==> src/rtl/onehot_scan_decoder.sv <==
// Parametrised binary-to-one-hot decoder with registered lines, DIRECT (handshaked
// select) and SCAN (auto-rotating, programmable dwell) modes.

module onehot_scan_decoder_line #(
   parameter bit ACTIVE_LOW = 1'b0
) (
   input  logic clk,
   input  logic rst,
   input  logic hit,
   output logic q
);

   always_ff @(posedge clk or posedge rst) begin
      if (rst) q <= ACTIVE_LOW;
      else     q <= hit ^ ACTIVE_LOW;
   end

endmodule

module onehot_scan_decoder #(
   parameter int SEL_W      = 2,
   parameter int DIV_W      = 4,
   parameter bit ACTIVE_LOW = 1'b0,
   localparam int N         = 1 << SEL_W
) (
   input  logic             clk,
   input  logic             rst,
   input  logic             en,
   input  logic             mode,
   input  logic [SEL_W-1:0] sel_in,
   input  logic             sel_valid,
   output logic             sel_ready,
   input  logic [DIV_W-1:0] div,
   output logic [N-1:0]     q,
   output logic [SEL_W-1:0] idx,
   output logic             wrap
);

   typedef enum logic [1:0] {S_IDLE, S_DIRECT, S_SCAN} state_t;

   state_t           state, state_nxt;
   logic [SEL_W-1:0] idx_nxt;
   logic [DIV_W-1:0] cnt, cnt_nxt;
   logic             wrap_nxt;
   logic [N-1:0]     hit;

   assign sel_ready = en & ~mode;

   always_ff @(posedge clk or posedge rst) begin
      if (rst) state <= S_IDLE;
      else     state <= state_nxt;
   end

   // Outputs are computed from the state being entered, so every line flop
   // already reflects the new mode on the edge that switches it.
   always_comb begin
      state_nxt = state;
      idx_nxt   = idx;
      cnt_nxt   = '0;
      wrap_nxt  = 1'b0;
      if (!en) begin
         state_nxt = S_IDLE;
      end else if (!mode) begin
         state_nxt = S_DIRECT;
         if (sel_valid) idx_nxt = sel_in;
      end else begin
         state_nxt = S_SCAN;
         // First SCAN cycle leaves cnt at 0 so the current index gets a full dwell.
         if (state == S_SCAN) begin
            if (cnt >= div) begin
               idx_nxt  = idx + 1'b1;
               wrap_nxt = &idx;
            end else begin
               cnt_nxt = cnt + 1'b1;
            end
         end
      end
   end

   always_ff @(posedge clk or posedge rst) begin
      if (rst) begin
         idx  <= '0;
         cnt  <= '0;
         wrap <= 1'b0;
      end else begin
         idx  <= idx_nxt;
         cnt  <= cnt_nxt;
         wrap <= wrap_nxt;
      end
   end

   for (genvar k = 0; k < N; k++) begin : g_line
      assign hit[k] = (state_nxt != S_IDLE) && (idx_nxt == SEL_W'(k));
      onehot_scan_decoder_line #(.ACTIVE_LOW(ACTIVE_LOW)) u_line (
         .clk (clk),
         .rst (rst),
         .hit (hit[k]),
         .q   (q[k])
      );
   end

endmodule

==> config.mk <==
export PLATFORM = sky130hd
export DESIGN_NAME = onehot_scan_decoder
export DESIGN_NICKNAME = d
export VERILOG_FILES = /design/src/rtl/onehot_scan_decoder.sv
export SDC_FILE = /design/constraint.sdc
export NUM_CORES = 1
export LEC_CHECK = 0
export ABC_AREA = 1
export BUFFER_PORTS_ARGS = -buffer_cell sky130_fd_sc_hd__buf_2
export CORE_MARGIN = 2
export CORE_UTILIZATION = 45
export CTS_CLUSTER_DIAMETER = 80
export DETAILED_ROUTE_END_ITERATION = 7
export HOLD_SLACK_MARGIN = 0.06
export PLACE_DENSITY_LB_ADDON = 0.15
export SLEW_MARGIN = 20
export SYNTH_ARGS = -nofsm -noshare
export SYNTH_HDL_FRONTEND = slang
export SYNTH_SLANG_ARGS = --single-unit
export TNS_END_PERCENT = 100
==> constraint.sdc <==
create_clock -name clk -period 1.9 [get_ports clk]
set_input_delay 0.095 -clock clk [delete_from_list [all_inputs] [get_ports clk]]
set_output_delay 0.095 -clock clk [all_outputs]
set_load 0.02 [all_outputs]
Word-level counts from Yosys, hierarchy flattened
Index checks and enable logic that the tools add are counted.
- add/sub/neg operators: 2
- order comparisons: 1
- eq/ne operators: 4
- multiplexer cells: 15
- bitwise gates (word level): 2
- reduce and logical (&&, ||, !) cells: 7
- operators with widths (kind ; number):
    $mux 4 ; 4
    $mux 2 ; 7
    $eq 2x2->1 const B ; 3
    $add 4x1->4 const B ; 1
    $ge 4x4->1 ; 1
    $logic_and 1x1->1 ; 4
    $mux 1 ; 4
    $add 2x1->2 const B ; 1
    $eq 2x1->1 const B ; 1
    $logic_not 2->1 ; 1
    $reduce_and 2->1 ; 1
    $reduce_bool 2->1 ; 1
    $and 1x1->1 ; 1
    $not 1->1 ; 1
- register bits: 13
- input bits: 11
- output and inout bits: 8
- logic and storage cells: 39

Longest topological paths before layout
- depth after elaboration: 7
- gate-level depth with buffers: 13
- gate-level depth less buffers: 13

By module
Synthesis repeated with hierarchy kept, for this count alone.
- cell total of the unflattened synthesis: 89
- area, all modules: 778.2 um2
- modules (own cells, without submodules) (module ; instances ; cells an instance ; area an instance (um2) ; seq. area each (um2)):
    onehot_scan_decoder ; 1 ; 81 ; 663.1 ; 225.2
    onehot_scan_decoder_line ; 4 ; 2 ; 28.8 ; 25.0

Worst setup path before layout
Ideal clock, no wire load.
- kind: register -> register
- from: register cnt[3]
- to: register idx[0]
- setup time: 114 ps
- arrival time: 1356 ps
- data required time: 1786 ps
- slack: 430 ps
- stages on the path, launching flop included: 10
- buffers on the path: 0
- period minus slack after synthesis: 1470 ps
- cell sequence: dfrtp_1 > ha_1 > a21oi_2 > nand3_2 > nand2_2 > nand2_2 > nand3_2 > nand3_2 > nand2_2 > inv_1
- cells in the longest elaborated chain, start to end: 5
- ends and longest elaborated chain (what ; line ; source):
    start, declared ; 43 ; logic [DIV_W-1:0] cnt, cnt_nxt;
    start signal, assigned ; 87 ; cnt <= cnt_nxt;
    $ge 4x4->1 ; 70 ; if (cnt >= div) begin
    $mux 2 ; 70 ;
    $mux 2 ; 69 ; if (state == S_SCAN) begin
    $mux 2 ; 63 ; end else if (!mode) begin
    $mux 2 ; 61 ; if (!en) begin
    named net idx_nxt[0] ; 42 ; logic [SEL_W-1:0] idx_nxt;
    end signal, assigned ; 86 ; idx <= idx_nxt;
    end, declared ; 35 ; output logic [SEL_W-1:0] idx,
The timed path passes the listed nets, and every way through them passes these cells.

Worst setup path after layout
- from: register cnt[3]
- to: register g_line[1].u_line.q
- cells in the longest elaborated chain, start to end: 7
- ends and longest elaborated chain (what ; line ; source):
    $ge 4x4->1 ; 70 ;
    $mux 2 ; 70 ;
    $mux 2 ; 69 ;
    $mux 2 ; 63 ;
    $mux 2 ; 61 ;
    $eq 2x1->1 ; 93 ; assign hit[k] = (state_nxt != S_IDLE) && (idx_nxt == SEL_W'(k));
    $logic_and 1x1->1 ; 93 ;
    named net g_line[1].u_line.hit ; 9 ; input logic hit,
    end signal, assigned ; 15 ; else q <= hit ^ ACTIVE_LOW;
    end, declared ; 10 ; output logic q
The timed path passes the listed nets, and every way through them passes these cells.

==> results by group <==
Die
  – Die X: 44.3 µm
  – Top Ports: 19
  – Placement Rows: 14
  – Die ar.: 1970 µm²
  – Die height: 44.3 µm
  – Initial cell density of the core: 48.0%
  – Total core area: 1520 µm²

Synthesis
  – Avg Inst Size Synth: 8.71 µm²
  – Synth warnings: 0
  – Synth unique cells: 19
  – Mapped cell area: 732 µm²
  – Post-Syn Instances: 84
  – Syn_nets: 101
  – Sequential fraction of the synthesis area: 44.4%
  – Synthesized flop and latch total: 13

Critical path
  – CP Max Fanout: 8
  – WP data required: 2070 ps
  – Reg2reg end: g_line[1].u_line.q
  – CP cell instances: ha_1, nand2_1, inv_1, nand2_1, nand3_2, nand2_2, nand2_2, nand3_2, nand3_2, nand2_2, nor2_2
  – CP max-delay cell: dfrtp_1
  – CP Class: reg2reg
  – FF-to-FF path depth: 11
  – R2r setup slk: 300 ps
  – R2R Path Start: cnt[3]
  – CP endpoint kind: flip-flop
  – Crit path DAT: 1780 ps
  – Startpoint types: flip-flop
  – Worst Path Buf+Inv: 1
  – CP delay by family, top: simple AND/OR/NAND/NOR gates
  – Largest incremental delay on the critical path: 400 ps

Clock network
  – Reg clk slew, reported paths: 80 ps
  – # hold bufs at CTS: 2
  – TritonCTS buffer count: 3
  – CTS root buf: clkbuf_4
  – Worst-Skew Late Latency: 280 ps
  – Clock sink count: 13
  – H-tree depth: 1
  – CTS resizes: 0
  – CTS tree: done
  – Clock tree buffer depth: 2
  – Post-CTS setup buffer count: 0

STA
  – Crit share post-route: 84.4%
  – Fmax achieved: 0.623 GHz
  – Max Slew Vio Count: 0
  – Final worst slack: 296 ps
  – Slew margin rel.: 67.8%
  – Fin Clk Skew: 3.79 ps
  – Final Hold Viols: 0
  – Min Tclk post-route: 1600 ps
  – TNS Setup: 0 ps
  – Worst-margin pin slew: 483 ps
  – WHS: 67.4 ps
  – Endpoints failing setup: 0
  – RSZ-0062 raised after global routing: false

Global route
  – Vias in the first global route: 542
  – Met2 Use GR: 26.8%
  – First-pass GRT wire length: 2.08 mm
  – GR Util All Layers: 15.4%
  – Initial antenna violation count: 0
  – Met1 usage: 16.2%
  – GR peak layer: met2
  – Met3 Resource Use GR: 3.67%
  – Total gr overflow: 0
  – Largest net degree at the start of global routing: 14

Detailed routing
  – Final wirelength: 1.22 mm
  – Via density: 4.68
  – Mean routed wirelength per cell: 10.2 µm
  – DR vias: 561
  – Residual DRC count: 0
  – DR iter-0 viols: 1
  – Antenna Nets Post-Route: 0
  – Drt pass-1 iters: 3

Placed design
  – DPL Wire Length: 1.00 mm
  – Port Buffers: 18
  – Placement Setup Slack: 287 ps
  – GPL Wtd Cong: 0.781
  – DP Area: 812 µm²

Job
  – Max-cap viol count: 0

Min path
  – Worst hold stages: 3
  – Hold Path Sink: g_line[3].u_line.q
  – Hold Path Class: in2reg
  – Min-delay src: en

Final layout
  – NumNets Final: 122
  – Area growth syn-to-layout: 17.3%
  – Post-Route Utilization: 56.3%
  – Antenna Cells: 0
  – Fin area: 858 µm²
  – Layout cells sized above 1: 31.7%

Run status
  – Status: complete, no violations

Power
  – Pleak: 0.518 nW
  – Max VDD drop: 357 µV
  – Pwr Density: 693 nW/µm²
[sequential cells by signal (all words and copies together), names as in the netlist]
| name | cells |
|---|---|
| idx | 2 |
| cnt | 4 |
| wrap | 1 |
| g_line.u_line.q | 4 |
| state | 2 |
[final cells by class]
class / instances / area (µm²)
Fill cell: 154 / 666
Clock buffer: 4 / 26.3
Inverter: 18 / 67.6
Tap cell: 16 / 20.0
Multi-Input combinational cell: 49 / 309
Sequential cell: 13 / 325
Timing Repair Buffer: 20 / 110
[worst max-delay path by stage]
stage                 from                 end  slack (ps)  cells past startpoint
floorplan           cnt[3]              idx[0]         430                      9
global placement    cnt[3]              idx[0]         290                      9
detailed placement  cnt[3]              idx[0]         290                     11
CTS                 cnt[3]              idx[0]         270                     11
global route        cnt[3]  g_line[1].u_line.q         140                     11
finish              cnt[3]  g_line[1].u_line.q         300                     11
[where the power goes]
part	switching [mW]	total, mW	internal [mW]
Combinational	0.0770	0.122	0.0447
Clock	0.0892	0.171	0.0815
Sequential	0.00977	0.302	0.293
Total	0.176	0.595	0.419
[cell families (layout without fill, tap and decap cells)]
kind of cell             count (synthesis)  in the layout  synth area share, %
AND/OR/NAND/NOR                         37             37                 26.0
AO/OA/AOI/OAI                            4              4                 3.59
buffers and inverters                   22             42                 13.3
adder cells (fa/ha/maj)                  6              6                 10.3
flip-flops                              13             13                 44.4
XOR/XNOR                                 2              2                 2.39
[layer usage]
metal  share of wire [%]  vias up
met5                   0        -
met3                 3.9        4
met4                 2.2        0
met1                  43      248
met2                  51       14
li1                    -      295
[worst reg2reg max path: stages, from the launching register on]
cell and delay [ps]:
dfrtp_1 400, ha_1 330, nand2_1 70, inv_1 40, nand2_1 70, nand3_2 150
nand2_2 120, nand2_2 50, nand3_2 60, nand3_2 90, nand2_2 80, nor2_2 30
[cell usage after synthesis (all sizes together)]
cell type / n / area [µm²]
inv: 18 / 67.6
nand2: 18 / 77.6
dfrtp: 13 / 325
nand3: 8 / 60.1
nor2: 7 / 31.3
ha: 6 / 75.1
buf: 4 / 30.0
nor3: 3 / 15.0
a21oi: 2 / 13.8
nand4: 1 / 6.26
o211ai: 1 / 7.51
o21ai: 1 / 5.00
xnor2: 1 / 8.76
xor2: 1 / 8.76
[stage by stage]
| stage | power [mW] | std cells |
|---|---|---|
| detailed placement | 0.429 | 114 |
| global placement | 0.427 | 114 |
| finish | 0.595 | 120 |
| floorplan | 0.398 | 84 |
| CTS | 0.603 | 120 |
| global route | 0.634 | 120 |
[cells in the final DEF (no fill, tap or decap), drive strengths merged]
cell,synthesis,routed
buf,4,18
clkbuf,0,4
nor3,3,3
ha,6,6
a21oi,2,2
nor2,7,7
dlygate4sd3,0,2
o21ai,1,1
o211ai,1,1
nand3,8,8
inv,18,18
xnor2,1,1
xor2,1,1
nand2,18,18
dfrtp,13,13
nand4,1,1
No activity file was read; power rests on OpenSTA's default activity.
